### src/rtl/core_ctrl_pkg.sv
// Shared constants and types for the core instruction sequencer.
// Holds the inst bit layout, the idle word, the FSM state type and the field bundle.
package core_ctrl_pkg;

  localparam int ADDR_W = 11;
  localparam int INST_W = 35;

  localparam int B_MODE     = 34;
  localparam int B_ACC      = 33;
  localparam int B_CEN_P    = 32;
  localparam int B_WEN_P    = 31;
  localparam int B_AP_LSB   = 20;
  localparam int B_CEN_X    = 19;
  localparam int B_WEN_X    = 18;
  localparam int B_AX_LSB   = 7;
  localparam int B_OFIFO_RD = 6;
  localparam int B_IFIFO_WR = 5;
  localparam int B_IFIFO_RD = 4;
  localparam int B_L0_RD    = 3;
  localparam int B_L0_WR    = 2;
  localparam int B_EXEC     = 1;
  localparam int B_LOAD     = 0;

  // Both SRAMs disabled, no writes, every strobe low.
  localparam logic [INST_W-1:0] IDLE_INST = 35'h1_800C_0000;

  typedef enum logic [2:0] {
    S_IDLE,
    S_W_RD,
    S_W_LD,
    S_W_SETL,
    S_A_RD,
    S_EXEC,
    S_DRAIN,
    S_NEXT
  } state_e;

  typedef struct packed {
    logic              acc;
    logic              cen_p;
    logic              wen_p;
    logic [ADDR_W-1:0] a_p;
    logic              cen_x;
    logic              wen_x;
    logic [ADDR_W-1:0] a_x;
    logic              ofifo_rd;
    logic              l0_rd;
    logic              l0_wr;
    logic              execute;
    logic              load;
  } inst_f_t;

endpackage

### src/rtl/core_inst_seq_pack.sv
// Combinational packer: field bundle -> 35-bit core instruction word.
// Ports: f_i (fields), inst_o (packed word; mode_os and ififo strobes tied 0).
module inst_pack
  import core_ctrl_pkg::*;
(
  input  inst_f_t           f_i,
  output logic [INST_W-1:0] inst_o
);

  always_comb begin
    inst_o = IDLE_INST;
    inst_o[B_MODE]     = 1'b0;
    inst_o[B_ACC]      = f_i.acc;
    inst_o[B_CEN_P]    = f_i.cen_p;
    inst_o[B_WEN_P]    = f_i.wen_p;
    inst_o[B_AP_LSB +: ADDR_W] = f_i.a_p;
    inst_o[B_CEN_X]    = f_i.cen_x;
    inst_o[B_WEN_X]    = f_i.wen_x;
    inst_o[B_AX_LSB +: ADDR_W] = f_i.a_x;
    inst_o[B_OFIFO_RD] = f_i.ofifo_rd;
    inst_o[B_IFIFO_WR] = 1'b0;
    inst_o[B_IFIFO_RD] = 1'b0;
    inst_o[B_L0_RD]    = f_i.l0_rd;
    inst_o[B_L0_WR]    = f_i.l0_wr;
    inst_o[B_EXEC]     = f_i.execute;
    inst_o[B_LOAD]     = f_i.load;
  end

endmodule

### src/rtl/core_inst_seq.sv
// Weight-stationary tile sequencer driving the registered 35-bit core inst bus.
// Ports: clk, reset, start, cfg_* (tile config), ofifo_valid -> inst, busy, done.
module core_inst_seq
  import core_ctrl_pkg::*;
#(
  parameter int ROW      = 8,
  parameter int COL      = 8,
  parameter int L0_DEPTH = 64
) (
  input  logic              clk,
  input  logic              reset,
  input  logic              start,
  input  logic [6:0]        cfg_nij,
  input  logic [3:0]        cfg_kij,
  input  logic [ADDR_W-1:0] cfg_w_base,
  input  logic [ADDR_W-1:0] cfg_x_base,
  input  logic [ADDR_W-1:0] cfg_p_base,
  input  logic              ofifo_valid,
  output logic [INST_W-1:0] inst,
  output logic              busy,
  output logic              done
);

  localparam logic [7:0] COL_LAST  = 8'(COL - 1);
  localparam logic [7:0] SETL_LAST = 8'(ROW + COL - 1);
  localparam logic [7:0] RC        = 8'(ROW + COL);
  localparam logic [6:0] NIJ_MAX   = 7'(L0_DEPTH);

  state_e            state_q, state_d;
  logic [7:0]        cnt_q, cnt_d;
  logic [6:0]        j_q, j_d;
  logic [3:0]        kij_q, kij_d;
  logic [6:0]        nij_q;
  logic [3:0]        kijn_q;
  logic [ADDR_W-1:0] wb_q, xb_q, pb_q;
  logic              busy_q, busy_d;
  logic              done_q, done_d;
  logic              xrd_q, xrd_d;
  logic [INST_W-1:0] inst_q, inst_d;

  logic              ld_cfg;
  logic [6:0]        nij_clamp;
  logic [7:0]        nij_w;
  logic [3:0]        kij_inc;
  logic [ADDR_W-1:0] kofs;
  inst_f_t           f;

  assign ld_cfg    = (state_q == S_IDLE) && start;
  assign nij_clamp = (cfg_nij > NIJ_MAX) ? NIJ_MAX : cfg_nij;
  assign nij_w     = {1'b0, nij_q};
  assign kij_inc   = kij_q + 4'd1;
  assign kofs      = ADDR_W'(kij_q) * ADDR_W'(COL);

  always_comb begin
    state_d = state_q;
    cnt_d   = cnt_q;
    j_d     = j_q;
    kij_d   = kij_q;
    busy_d  = busy_q;
    done_d  = 1'b0;

    f       = '0;
    f.cen_p = 1'b1;
    f.wen_p = 1'b1;
    f.cen_x = 1'b1;
    f.wen_x = 1'b1;
    f.acc   = (state_q != S_IDLE) && (kij_q != 4'd0);
    // xmem data lands one cycle after the read; write it into L0 then.
    f.l0_wr = xrd_q;

    unique case (state_q)
      S_IDLE: begin
        if (start) begin
          if (cfg_nij == 7'd0 || cfg_kij == 4'd0) begin
            done_d = 1'b1;
          end else begin
            state_d = S_W_RD;
            busy_d  = 1'b1;
            cnt_d   = '0;
            j_d     = '0;
            kij_d   = '0;
          end
        end
      end
      S_W_RD: begin
        f.cen_x = 1'b0;
        f.a_x   = wb_q + kofs + ADDR_W'(cnt_q);
        if (cnt_q == COL_LAST) begin
          cnt_d   = '0;
          state_d = S_W_LD;
        end else begin
          cnt_d = cnt_q + 8'd1;
        end
      end
      S_W_LD: begin
        f.l0_rd = 1'b1;
        f.load  = 1'b1;
        if (cnt_q == COL_LAST) begin
          cnt_d   = '0;
          state_d = S_W_SETL;
        end else begin
          cnt_d = cnt_q + 8'd1;
        end
      end
      S_W_SETL: begin
        if (cnt_q == SETL_LAST) begin
          cnt_d   = '0;
          state_d = S_A_RD;
        end else begin
          cnt_d = cnt_q + 8'd1;
        end
      end
      S_A_RD: begin
        f.cen_x = 1'b0;
        f.a_x   = xb_q + ADDR_W'(cnt_q);
        if (cnt_q == nij_w - 8'd1) begin
          cnt_d   = '0;
          state_d = S_EXEC;
        end else begin
          cnt_d = cnt_q + 8'd1;
        end
      end
      S_EXEC: begin
        f.execute = 1'b1;
        f.l0_rd   = (cnt_q < nij_w);
        if (cnt_q == nij_w + RC - 8'd1) begin
          cnt_d   = '0;
          j_d     = '0;
          state_d = S_DRAIN;
        end else begin
          cnt_d = cnt_q + 8'd1;
        end
      end
      S_DRAIN: begin
        if (ofifo_valid) begin
          f.ofifo_rd = 1'b1;
          f.cen_p    = 1'b0;
          f.wen_p    = 1'b0;
          f.a_p      = pb_q + ADDR_W'(j_q);
          j_d        = j_q + 7'd1;
          if (j_q == nij_q - 7'd1) state_d = S_NEXT;
        end
      end
      S_NEXT: begin
        kij_d = kij_inc;
        if (kij_inc == kijn_q) begin
          state_d = S_IDLE;
          busy_d  = 1'b0;
          done_d  = 1'b1;
        end else begin
          state_d = S_W_RD;
        end
      end
      default: state_d = S_IDLE;
    endcase

    xrd_d = ~f.cen_x;
  end

  inst_pack u_pack (
    .f_i    (f),
    .inst_o (inst_d)
  );

  always_ff @(posedge clk) begin
    if (reset) begin
      state_q <= S_IDLE;
      cnt_q   <= '0;
      j_q     <= '0;
      kij_q   <= '0;
      nij_q   <= '0;
      kijn_q  <= '0;
      wb_q    <= '0;
      xb_q    <= '0;
      pb_q    <= '0;
      busy_q  <= 1'b0;
      done_q  <= 1'b0;
      xrd_q   <= 1'b0;
      inst_q  <= IDLE_INST;
    end else begin
      state_q <= state_d;
      cnt_q   <= cnt_d;
      j_q     <= j_d;
      kij_q   <= kij_d;
      busy_q  <= busy_d;
      done_q  <= done_d;
      xrd_q   <= xrd_d;
      inst_q  <= inst_d;
      if (ld_cfg) begin
        nij_q  <= nij_clamp;
        kijn_q <= cfg_kij;
        wb_q   <= cfg_w_base;
        xb_q   <= cfg_x_base;
        pb_q   <= cfg_p_base;
      end
    end
  end

  assign inst = inst_q;
  assign busy = busy_q;
  assign done = done_q;

endmodule

### config.mk
export PLATFORM = sky130hd
export DESIGN_NAME = core_inst_seq
export DESIGN_NICKNAME = d
export VERILOG_FILES = /design/src/rtl/core_ctrl_pkg.sv /design/src/rtl/core_inst_seq_pack.sv /design/src/rtl/core_inst_seq.sv
export SDC_FILE = /design/constraint.sdc
export NUM_CORES = 1
export LEC_CHECK = 0
export ABC_AREA = 1
export ABC_CLOCK_PERIOD_IN_PS = 2800
export BUFFER_PORTS_ARGS = -buffer_cell sky130_fd_sc_hd__buf_2
export CORE_MARGIN = 4
export CORE_UTILIZATION = 53
export CTS_BUF_LIST = sky130_fd_sc_hd__clkbuf_4 sky130_fd_sc_hd__clkbuf_8 sky130_fd_sc_hd__clkbuf_16
export DETAILED_ROUTE_END_ITERATION = 6
export PLACE_DENSITY = 0.85
export SYNTH_ARGS = -nofsm -noshare
export SYNTH_HDL_FRONTEND = slang
export SYNTH_HIERARCHICAL = 1
export SYNTH_SLANG_ARGS = --single-unit
export TNS_END_PERCENT = 30
### constraint.sdc
create_clock -name clk -period 2.8 [get_ports clk]
set_clock_uncertainty 0.2 [all_clocks]
set_input_delay 0.56 -clock clk [delete_from_list [all_inputs] [get_ports clk]]
set_output_delay 0.56 -clock clk [all_outputs]
set_load 0.05 [all_outputs]
==> impl_metrics.yaml <==
floorplanning:
  core_area_mm2: 0.0122
  io_pins: 85
  dieHeight_um: 120
  die_area_mm2: 0.0144
  rows: 40
  start_util: 0.546
  die_w_um: 120
yosys:
  ys_types: 47
  yosysSeqAreaShare: 0.314
  synthFlopType: "dfxtp_1"
  synth-edff-count: 0
  ys_warn_count: 6
  async_flop_share: 0
  ys_ff_latch: 104
  syn_avg_cell_area_um2: 6.83
  synthCells: 972
  synth_area_mm2: 0.00664
clock_network:
  h-tree-depth: 3
  insertion_delay_ps: 360
  cts_buffers: 9
  cts_setup_buffers: 0
  ctsHoldBuffers: 0
  cts_root_buf: "clkbuf_16"
  cts.path.max_buffers: 2
  tritoncts: "done"
  clkSinkCount: 104
  path_clk_slew_ps: 70
drt:
  vias: 6322
  wl_met1_mm: 6.97
  routedWlPerCell_um: 13.6
  drtIter0Drc: 472
  routed_wl_mm: 16.3
  drt_pass1_iterations: 5
  vias_per_cell: 5.28
  drc: 0
  met3_length_um: 912
  routed-wl-met2_mm: 7.94
  ant_nets: 0
  top_layer: "met4"
timing:
  max_freq_ghz: 0.400
  hold_viol: 0
  setup-tns-final_ps: 0
  rsz0062_at_grt: "false"
  tightest_slew_ps: 898
  slew_headroom: 0.400
  maxSlewViolCount: 0
  period_minus_slack_ps: 2500
  fin_crit_sh: 0.892
  setup_viol: 0
cells_and_area:
  final_cells: 1197
  drive_gt1_frac: 0.154
  nNetsFinal: 1118
  syn2layout_area_growth_pct: 10.8
  num_antenna_cells: 0
  layout_commonest_cell: "nor2_1"
  mostFrequentLayoutCells: "nor2_1, nand2_1, inv_1"
global_route:
  grt_start_max_net_pins: 57
  grt_antenna_before_repair: 0
  grt-ovfl-total: 0
  grt_pass1_vias: 5973
  grt_pass1_wl_mm: 27.3
  grt_use_total: 0.231
power_and_ir_drop:
  clockPowerShare: 0.224
  switching_share: 0.433
  pwr_density_cell_mw_per_mm2: 799
  power.internal_mw: 3.33
  power_frac_seq: 0.353
  p_switching_mw: 2.54
  p_leak_nw: 3.55
  ir_drop_mv: 0.380
  combPwrFrac: 0.422
critical_path:
  critPathMaxFanout: 5
  end_kind: "flop"
  critPathArrivalTime_ps: 2530
  r2r_slack_ps: 300
  crit_required_ps: 2830
  startpoint_type: "flop"
  critical_path_class: "reg2reg"
min_path:
  hold_class: "reg2reg"
placement:
  place_inst: 1181
  gp_congestion: 0.984
  dp_hpwl_mm: 12.0
  port-buffer-count: 84
status:
  status: "finished, final reports clean"
job:
  drv_cap: 0
## per-layer routing
layer,track usage,up-vias
li1,-,3198
met1,0.284,2881
met2,0.395,207
met3,0.0500,36
met4,0.0866,0
met5,0,-
## synthesized netlist by cell type (2+ instances only)
cell type | n | area [um2]
nor2_1 | 167 | 627
nand2_1 | 141 | 529
inv_1 | 131 | 492
dfxtp_1 | 104 | 2080
o21ai_0 | 73 | 365
nand3_1 | 65 | 325
a21oi_1 | 63 | 315
ha_1 | 39 | 488
buf_4 | 36 | 270
xor2_1 | 17 | 149
nand4_1 | 16 | 100
clkbuf_1 | 15 | 56.3
nor2_2 | 8 | 50.1
fa_1 | 7 | 140
nor3_1 | 7 | 35.0
buf_2 | 6 | 30.0
inv_2 | 6 | 22.5
o21ai_1 | 5 | 25.0
a22oi_1 | 4 | 30.0
nand3_2 | 4 | 40.0
o211ai_1 | 4 | 30.0
or2_2 | 4 | 25.0
xnor2_1 | 4 | 35.0
buf_1 | 3 | 11.3
nand2_2 | 3 | 18.8
nand2_4 | 3 | 33.8
nor4_1 | 3 | 18.8
o22ai_1 | 3 | 18.8
o31ai_1 | 3 | 22.5
a211oi_1 | 2 | 15.0
a21o_1 | 2 | 15.0
a31oi_1 | 2 | 12.5
buf_6 | 2 | 22.5
conb_1 | 2 | 7.51
nand3_4 | 2 | 35.0
nor2_4 | 2 | 22.5
o21a_1 | 2 | 15.0
o21bai_1 | 2 | 15.0
o221ai_1 | 2 | 17.5
## power by group through the flow
stage	combinational [mW]	clock, mW	sequential (mW)
finish	2.48	1.32	2.08
global route	2.83	1.39	2.11
CTS	2.46	1.33	2.07
detailed placement	2.43	0	2.10
global placement	2.37	0	2.09
floorplan	1.85	0	2.20
## per-stage QoR
step | utilization | hold WS, ps | total power [mW] | worst slack (ps) | area, um2
2_1_floorplan | - | 244 | 4.05 | 142 | 6650
3_3_place_gp | 0.578 | 192 | 4.47 | 267 | 7030
3_5_place_dp | 0.578 | 194 | 4.53 | 236 | 7030
4_1_cts | 0.603 | 203 | 5.86 | 199 | 7340
5_1_grt | 0.605 | 221 | 6.34 | 37.9 | 7350
6_report | 0.605 | 203 | 5.88 | 302 | 7350
## final timing paths
check | to | cells past startpoint | startpoint
worst max-delay path | inst[14] | 11 | kij_q[1]
worst max register to register | inst[14] | 11 | kij_q[1]
worst min register to register | inst[2] | 2 | xrd_q
worst min-delay path | inst[2] | 2 | xrd_q
## sequential cells by signal, summed over array words and instances (netlist names), 4 cells and up
register and count:
pb_q 11, kijn_q 4, kij_q 4, cnt_q 8, nij_q 7, xb_q 11
inst 35, j_q 7, wb_q 11
## kinds of logic (layout without fill, tap and decap cells)
group	Yosys count	count (layout)	share of synthesized area
AO/OA/AOI/OAI	173	173	0.145
AND/OR/NAND/NOR	426	426	0.281
XOR/XNOR	21	21	0.0277
flip-flops	104	104	0.314
adder cells (fa/ha/maj)	46	46	0.0946
buffers and inverters	200	255	0.137
other	2	4	0.00113
## critical path, stage by stage (launching register included)
cell,delay [ps]
dfxtp_1,410
fa_1,440
ha_1,380
nand2_1,90
nand2_1,60
a31oi_2,200
o21ai_0,110
a21oi_1,160
xor2_1,150
o21ai_0,80
inv_1,60
nor2_1,30
## what timing repair did
item	4_1_cts	5_1_grt
gates resized for setup	0	7
hold endpoints to repair	0	0
setup endpoints to repair	0	4
## cell type report
type | instances | area [um2]
Clock buffer | 11 | 246
Inverter | 138 | 518
Fill cell | 1081 | 4810
Multi-Input combinational cell | 670 | 3670
Clock inverter | 5 | 62.6
Timing Repair Buffer | 101 | 561
Tap cell | 168 | 210
Sequential cell | 104 | 2080
Power figures use the tool's default switching activity.
